[src/rtl/int_ctrl.sv]
// int_ctrl: six-source interrupt controller on the system bridge.
// Each source is latched in edge or level mode, masked onto hwint, and the
// lowest-index pending+enabled source is reported through the ID register.
// Edge sources get a holdoff window after acknowledge; rises during that
// window are remembered and delivered when the window closes.
module int_ctrl #(
  parameter logic [31:0] BASE    = 32'h0000_7f20,
  parameter int unsigned HOLDOFF = 4
) (
  input  logic        clk,
  input  logic        reset,
  input  logic [5:0]  src_irq,
  input  logic [31:0] addr,
  input  logic [31:0] wdata,
  input  logic [3:0]  byteen,
  output logic [31:0] rdata,
  output logic [5:0]  hwint,
  output logic        irq
);

  localparam logic [3:0] HOLD_LOAD = 4'(HOLDOFF);

  // The holdoff counter is only 4 bits wide, so larger values cannot be honoured
  if (HOLDOFF > 15) begin : g_bad_holdoff
    $error("int_ctrl: HOLDOFF must be in 0..15");
  end

  logic [5:0]      pend_q, pend_d;
  logic [5:0]      mask_q, mask_d;
  logic [5:0]      mode_q, mode_d;
  logic [5:0]      defer_q, defer_d;
  logic [5:0][3:0] hold_q, hold_d;
  logic [5:0]      src_q, src_d;

  logic       win_sel;
  logic       bus_wr;
  logic       state_wr;
  logic [1:0] reg_off;
  logic [5:0] ack, rise, busy, expire, set_now, mode_chg;
  logic [2:0] irq_id;
  logic       unused_bits;

  assign win_sel     = (addr & ~32'hf) == BASE;
  assign bus_wr      = win_sel & (|byteen);
  assign state_wr    = bus_wr & byteen[0];
  assign reg_off     = addr[3:2];
  assign unused_bits = ^{addr[1:0], wdata[31:6]};

  // Config registers written from the bus; source lines sampled every cycle
  always_comb begin
    mask_d = mask_q;
    mode_d = mode_q;
    src_d  = src_irq;
    if (state_wr && reg_off == 2'd1) mask_d = wdata[5:0];
    if (state_wr && reg_off == 2'd2) mode_d = wdata[5:0];
  end

  // Per-source events: acknowledge, rising edge, holdoff state and what sets pend
  always_comb begin
    ack      = (state_wr && reg_off == 2'd0) ? wdata[5:0] : 6'd0;
    rise     = src_irq & ~src_q;
    mode_chg = mode_d ^ mode_q;
    busy     = '0;
    expire   = '0;
    for (int i = 0; i < 6; i++) begin
      busy[i]   = hold_q[i] != 4'd0;
      expire[i] = hold_q[i] == 4'd1;
    end
    set_now = (expire & (defer_q | rise)) | (rise & ~busy);
  end

  // Next pend/defer/holdoff per source; a mode change wipes that source clean
  always_comb begin
    pend_d  = pend_q;
    defer_d = defer_q;
    hold_d  = hold_q;
    for (int i = 0; i < 6; i++) begin
      if (mode_chg[i]) begin
        pend_d[i]  = 1'b0;
        defer_d[i] = 1'b0;
        hold_d[i]  = 4'd0;
      end else if (mode_q[i]) begin
        pend_d[i]  = set_now[i] | (pend_q[i] & ~ack[i]);
        defer_d[i] = ~expire[i] & (defer_q[i] | (rise[i] & busy[i]));
        if (ack[i]) begin
          hold_d[i] = HOLD_LOAD;
        end else if (busy[i]) begin
          hold_d[i] = hold_q[i] - 4'd1;
        end
      end else begin
        pend_d[i]  = src_irq[i];
        defer_d[i] = 1'b0;
        hold_d[i]  = 4'd0;
      end
    end
  end

  assign hwint = pend_q & mask_q;
  assign irq   = |hwint;

  // Lowest-index enabled pending source wins; 7 means nothing pending
  always_comb begin
    irq_id = 3'd7;
    for (int i = 5; i >= 0; i--) begin
      if (hwint[i]) irq_id = 3'(i);
    end
  end

  // Combinational read mux, zero outside the register window
  always_comb begin
    rdata = '0;
    if (win_sel) begin
      case (reg_off)
        2'd0: rdata = {26'd0, pend_q};
        2'd1: rdata = {26'd0, mask_q};
        2'd2: rdata = {26'd0, mode_q};
        2'd3: rdata = {29'd0, irq_id};
      endcase
    end
  end

  // State registers with synchronous reset
  always_ff @(posedge clk) begin
    if (reset) begin
      pend_q  <= '0;
      mask_q  <= '0;
      mode_q  <= '0;
      defer_q <= '0;
      hold_q  <= '0;
      src_q   <= '0;
    end else begin
      pend_q  <= pend_d;
      mask_q  <= mask_d;
      mode_q  <= mode_d;
      defer_q <= defer_d;
      hold_q  <= hold_d;
      src_q   <= src_d;
    end
  end

endmodule

[config.mk]
export PLATFORM = sky130hd
export DESIGN_NAME = int_ctrl
export DESIGN_NICKNAME = d
export VERILOG_FILES = /design/src/rtl/int_ctrl.sv
export SDC_FILE = /design/constraint.sdc
export NUM_CORES = 1
export LEC_CHECK = 0
export ABC_CLOCK_PERIOD_IN_PS = 1900
export CAP_MARGIN = 20
export CELL_PAD_IN_SITES_DETAIL_PLACEMENT = 0
export CELL_PAD_IN_SITES_GLOBAL_PLACEMENT = 1
export CORE_MARGIN = 2
export CORE_UTILIZATION = 33
export CTS_CLUSTER_SIZE = 16
export DETAILED_ROUTE_END_ITERATION = 8
export PLACE_DENSITY_LB_ADDON = 0.1
export SYNTH_ARGS = -nofsm -noshare
export SYNTH_HDL_FRONTEND = slang
export SYNTH_SLANG_ARGS = --single-unit
[constraint.sdc]
create_clock -name clk -period 1.9 [get_ports clk]
set_input_delay 0.38 -clock clk [delete_from_list [all_inputs] [get_ports clk]]
set_output_delay 0.38 -clock clk [all_outputs]
set_load 0.01 [all_outputs]
==> results.sh <==
export IMPL_outcome="finished, violations left"
export IMPL_violations="negative setup slack"
export IMPL_yosysTopAreaCell="dfxtp_1"
export IMPL_synth_top_family_by_area="simple AND/OR/NAND/NOR gates"
export IMPL_final_cells=656
export IMPL_syn_inst=381
export IMPL_die_h_um=103
export IMPL_cts_clk_slew_worst_paths_ps=100
export IMPL_cts_sinks=54
export IMPL_synth_simple_area_share_pct=30.3
export IMPL_critPathLaunchType="register"
export IMPL_syn_area_per_cell_um2=8.52
export IMPL_synth_top_cell_area_share_pct=33.3
export IMPL_fill_cells=981
export IMPL_ys_flop_type="dfxtp_1"
export IMPL_ys_top_cells_by_area="dfxtp_1 33%, nor2b_1 6.7%, buf_4 6.2%, mux2i_1 4.9%, ha_1 4.6%"
export IMPL_numCtsBuffers=5
export IMPL_coreArea_um2=9640
export IMPL_finalSetupViolCount=4
export IMPL_cts_tree="built"
export IMPL_globalplace_congestion=0.765
export IMPL_die_w_um=103
export IMPL_layout_nets=610
export IMPL_first_pass_iters=4
export IMPL_grt_pass1_vias=2969
export IMPL_post_dp_hpwl_um=6760
export IMPL_tns_ps=-848
export IMPL_antenna_found_initial=0
export IMPL_vias_per_cell=4.72
export IMPL_dp_slack_ps=-917
export IMPL_postLayoutCoreUtil_pct=49.0
export IMPL_synth_most_common_cell="dfxtp_1"
export IMPL_cts_max_path_buffers=2
export IMPL_yosys_area_share_adder_pct=4.62
export IMPL_rows=36
export IMPL_seq_area_frac_synth_pct=33.3
export IMPL_cp_max_fo=3
export IMPL_path_class="reg -> out"
export IMPL_rsz0062_at_grt="yes"
export IMPL_clock_skew_ps=9.35
export IMPL_cts_htree_levels=2
export IMPL_yosysWarnings=0
export IMPL_vias=3095
export IMPL_num_antenna_cells=0
export IMPL_areaGrowthSynthToFinish_pct=45.4
export IMPL_peakVddDrop_mv=0.295
export IMPL_p_total_mw=2.23
export IMPL_fin_crit_sh_pct=116
export IMPL_power_density_nw_per_um2=473
export IMPL_synth_xor_area_share_pct=1.62
export IMPL_synth_edf_count=0
export IMPL_worstHoldPathType="reg -> reg"
export IMPL_leakage_nw=2.10
export IMPL_hold_violations=0
export IMPL_grt_max_degree=25
export IMPL_multi_input_area_um2=2080
export IMPL_grt_use_total_pct=17.6
export IMPL_clk_latency_ps=310
export IMPL_grt_pass1_wl_um=14600
export IMPL_synth_area_um2=3250
export IMPL_synthTopCellsByCount="54 x dfxtp_1, 38 x nor2_1, 35 x nand2_1, 35 x nor2b_1"
export IMPL_dpl_instance_area_um2=4390
export IMPL_numPortBuffers=57
export IMPL_initial_core_util_pct=33.7
export IMPL_ctsHoldBuffers=0
export IMPL_arrival_ps=1820
export IMPL_overflow=0
export IMPL_drtAntennaViolNets=0
export IMPL_drv_slew=0
export IMPL_synth_compound_area_share_pct=14.1
export IMPL_cp_required_ps=1520
export IMPL_finish_instance_area_um2=4720
export IMPL_root_buffer="clkbuf_8"
export IMPL_cap_violations=0
export IMPL_synth_cell_type_count=38
export IMPL_worst_setup_path_end_kind="output port"
export IMPL_drc_errors=0
export IMPL_wirelength_um=8850
export IMPL_hold_worst_slack_ps=495
export IMPL_synth_seq_cells=54
export IMPL_drive_above_1_share_pct=31.7
export IMPL_layout_setup_ws_ps=-295
export IMPL_die_area_um2=10600
export IMPL_initialDrtViolationCount=121
export IMPL_max_freq_mhz=456
export IMPL_seq_area_um2=1090
export IMPL_ios=115
export IMPL_wl_per_cell_um=13.5
export IMPL_synth_mux_area_share_pct=6.32
export IMPL_synthArstFlopShare_pct=0
export IMPL_period_needed_ps=2200
export IMPL_numPlacedInstances=631
[layer usage]
| metal | share of wire, % | GRT usage, % | up-vias |
|---|---|---|---|
| li1 | - | - | 1581 |
| met1 | 47 | 23.7 | 1421 |
| met2 | 47 | 29.6 | 86 |
| met3 | 4.8 | 2.89 | 7 |
| met4 | 1.1 | 3.95 | 0 |
| met5 | 0 | 0 | - |
[power by group]
| group | internal, mW | total (mW) | leakage [nW] | switching (mW) |
|---|---|---|---|---|
| Combinational | 0.166 | 0.302 | 1.60 | 0.136 |
| Clock | 0.395 | 0.777 | 0.0524 | 0.381 |
| Sequential | 1.15 | 1.15 | 0.442 | 0.00659 |
| Total | 1.71 | 2.23 | 2.10 | 0.524 |
[path summary, 6_finish.rpt]
kind,from,endpoint,slack (ps),cells after the start
setup reg to reg,hold_q[16],pend_q[4],620,6
hold reg to reg,mode_q[1],mode_q[1],490,2
hold / removal,mode_q[1],mode_q[1],490,2
setup / recovery,pend_q[3],rdata[1],-300,6
[critical path: stages, from the launching register on]
cell,delay (ps)
dfxtp_2,330
and2_4,170
a221oi_2,200
nor3_2,80
mux4_2,480
nor2b_4,150
buf_6,110
[flip-flops by register name (all words and copies together) (netlist names)]
name	flops
hold_q	24
src_q	6
pend_q	6
mode_q	6
defer_q	6
mask_q	6
[cells by family after synthesis]
kind of cell               Yosys count
xor gates and xnor gates             6
other                                1
adders and majority gates           12
DFF                                 54
and+or+nand+nor                    165
muxes                               18
AOI/OAI and AO/OA                   74
buffers and inverters               51
[layout by cell type (no fill, tap or decap), types with 7 or more instances in the layout]
cell / n
clkdlybuf4s50_1: 16
ha_1: 12
mux2i_1: 15
nor2_1: 35
clkdlybuf4s15_1: 7
a211oi_1: 12
dfxtp_2: 10
inv_1: 14
or3_1: 12
conb_1: 26
nand2_1: 32
a21oi_1: 23
buf_4: 80
o21ai_0: 11
buf_2: 11
clkbuf_2: 7
dfxtp_1: 44
buf_6: 10
nor2b_1: 32
nand4_1: 13
[what timing repair did]
item / 4_1_cts / 5_1_grt
cloned: 1 / 0
hold endpoints to repair: 0 / 0
pin swaps: 18 / 18
setup buffers: 11 / 7
resized for setup: 137 / 38
endpoints found under the setup margin: 39 / 26
[cell type report]
cell class              count  share of cell area [%]
multi-input cells         301                    44.0
clock buffers               7                    1.62
inverters                  16                    1.27
flip-flops and latches     54                    23.2
repair buffers            144                    25.7
clock inverters             1                   0.636
well taps                 133                    3.53
Power figures use the tool's default switching activity.
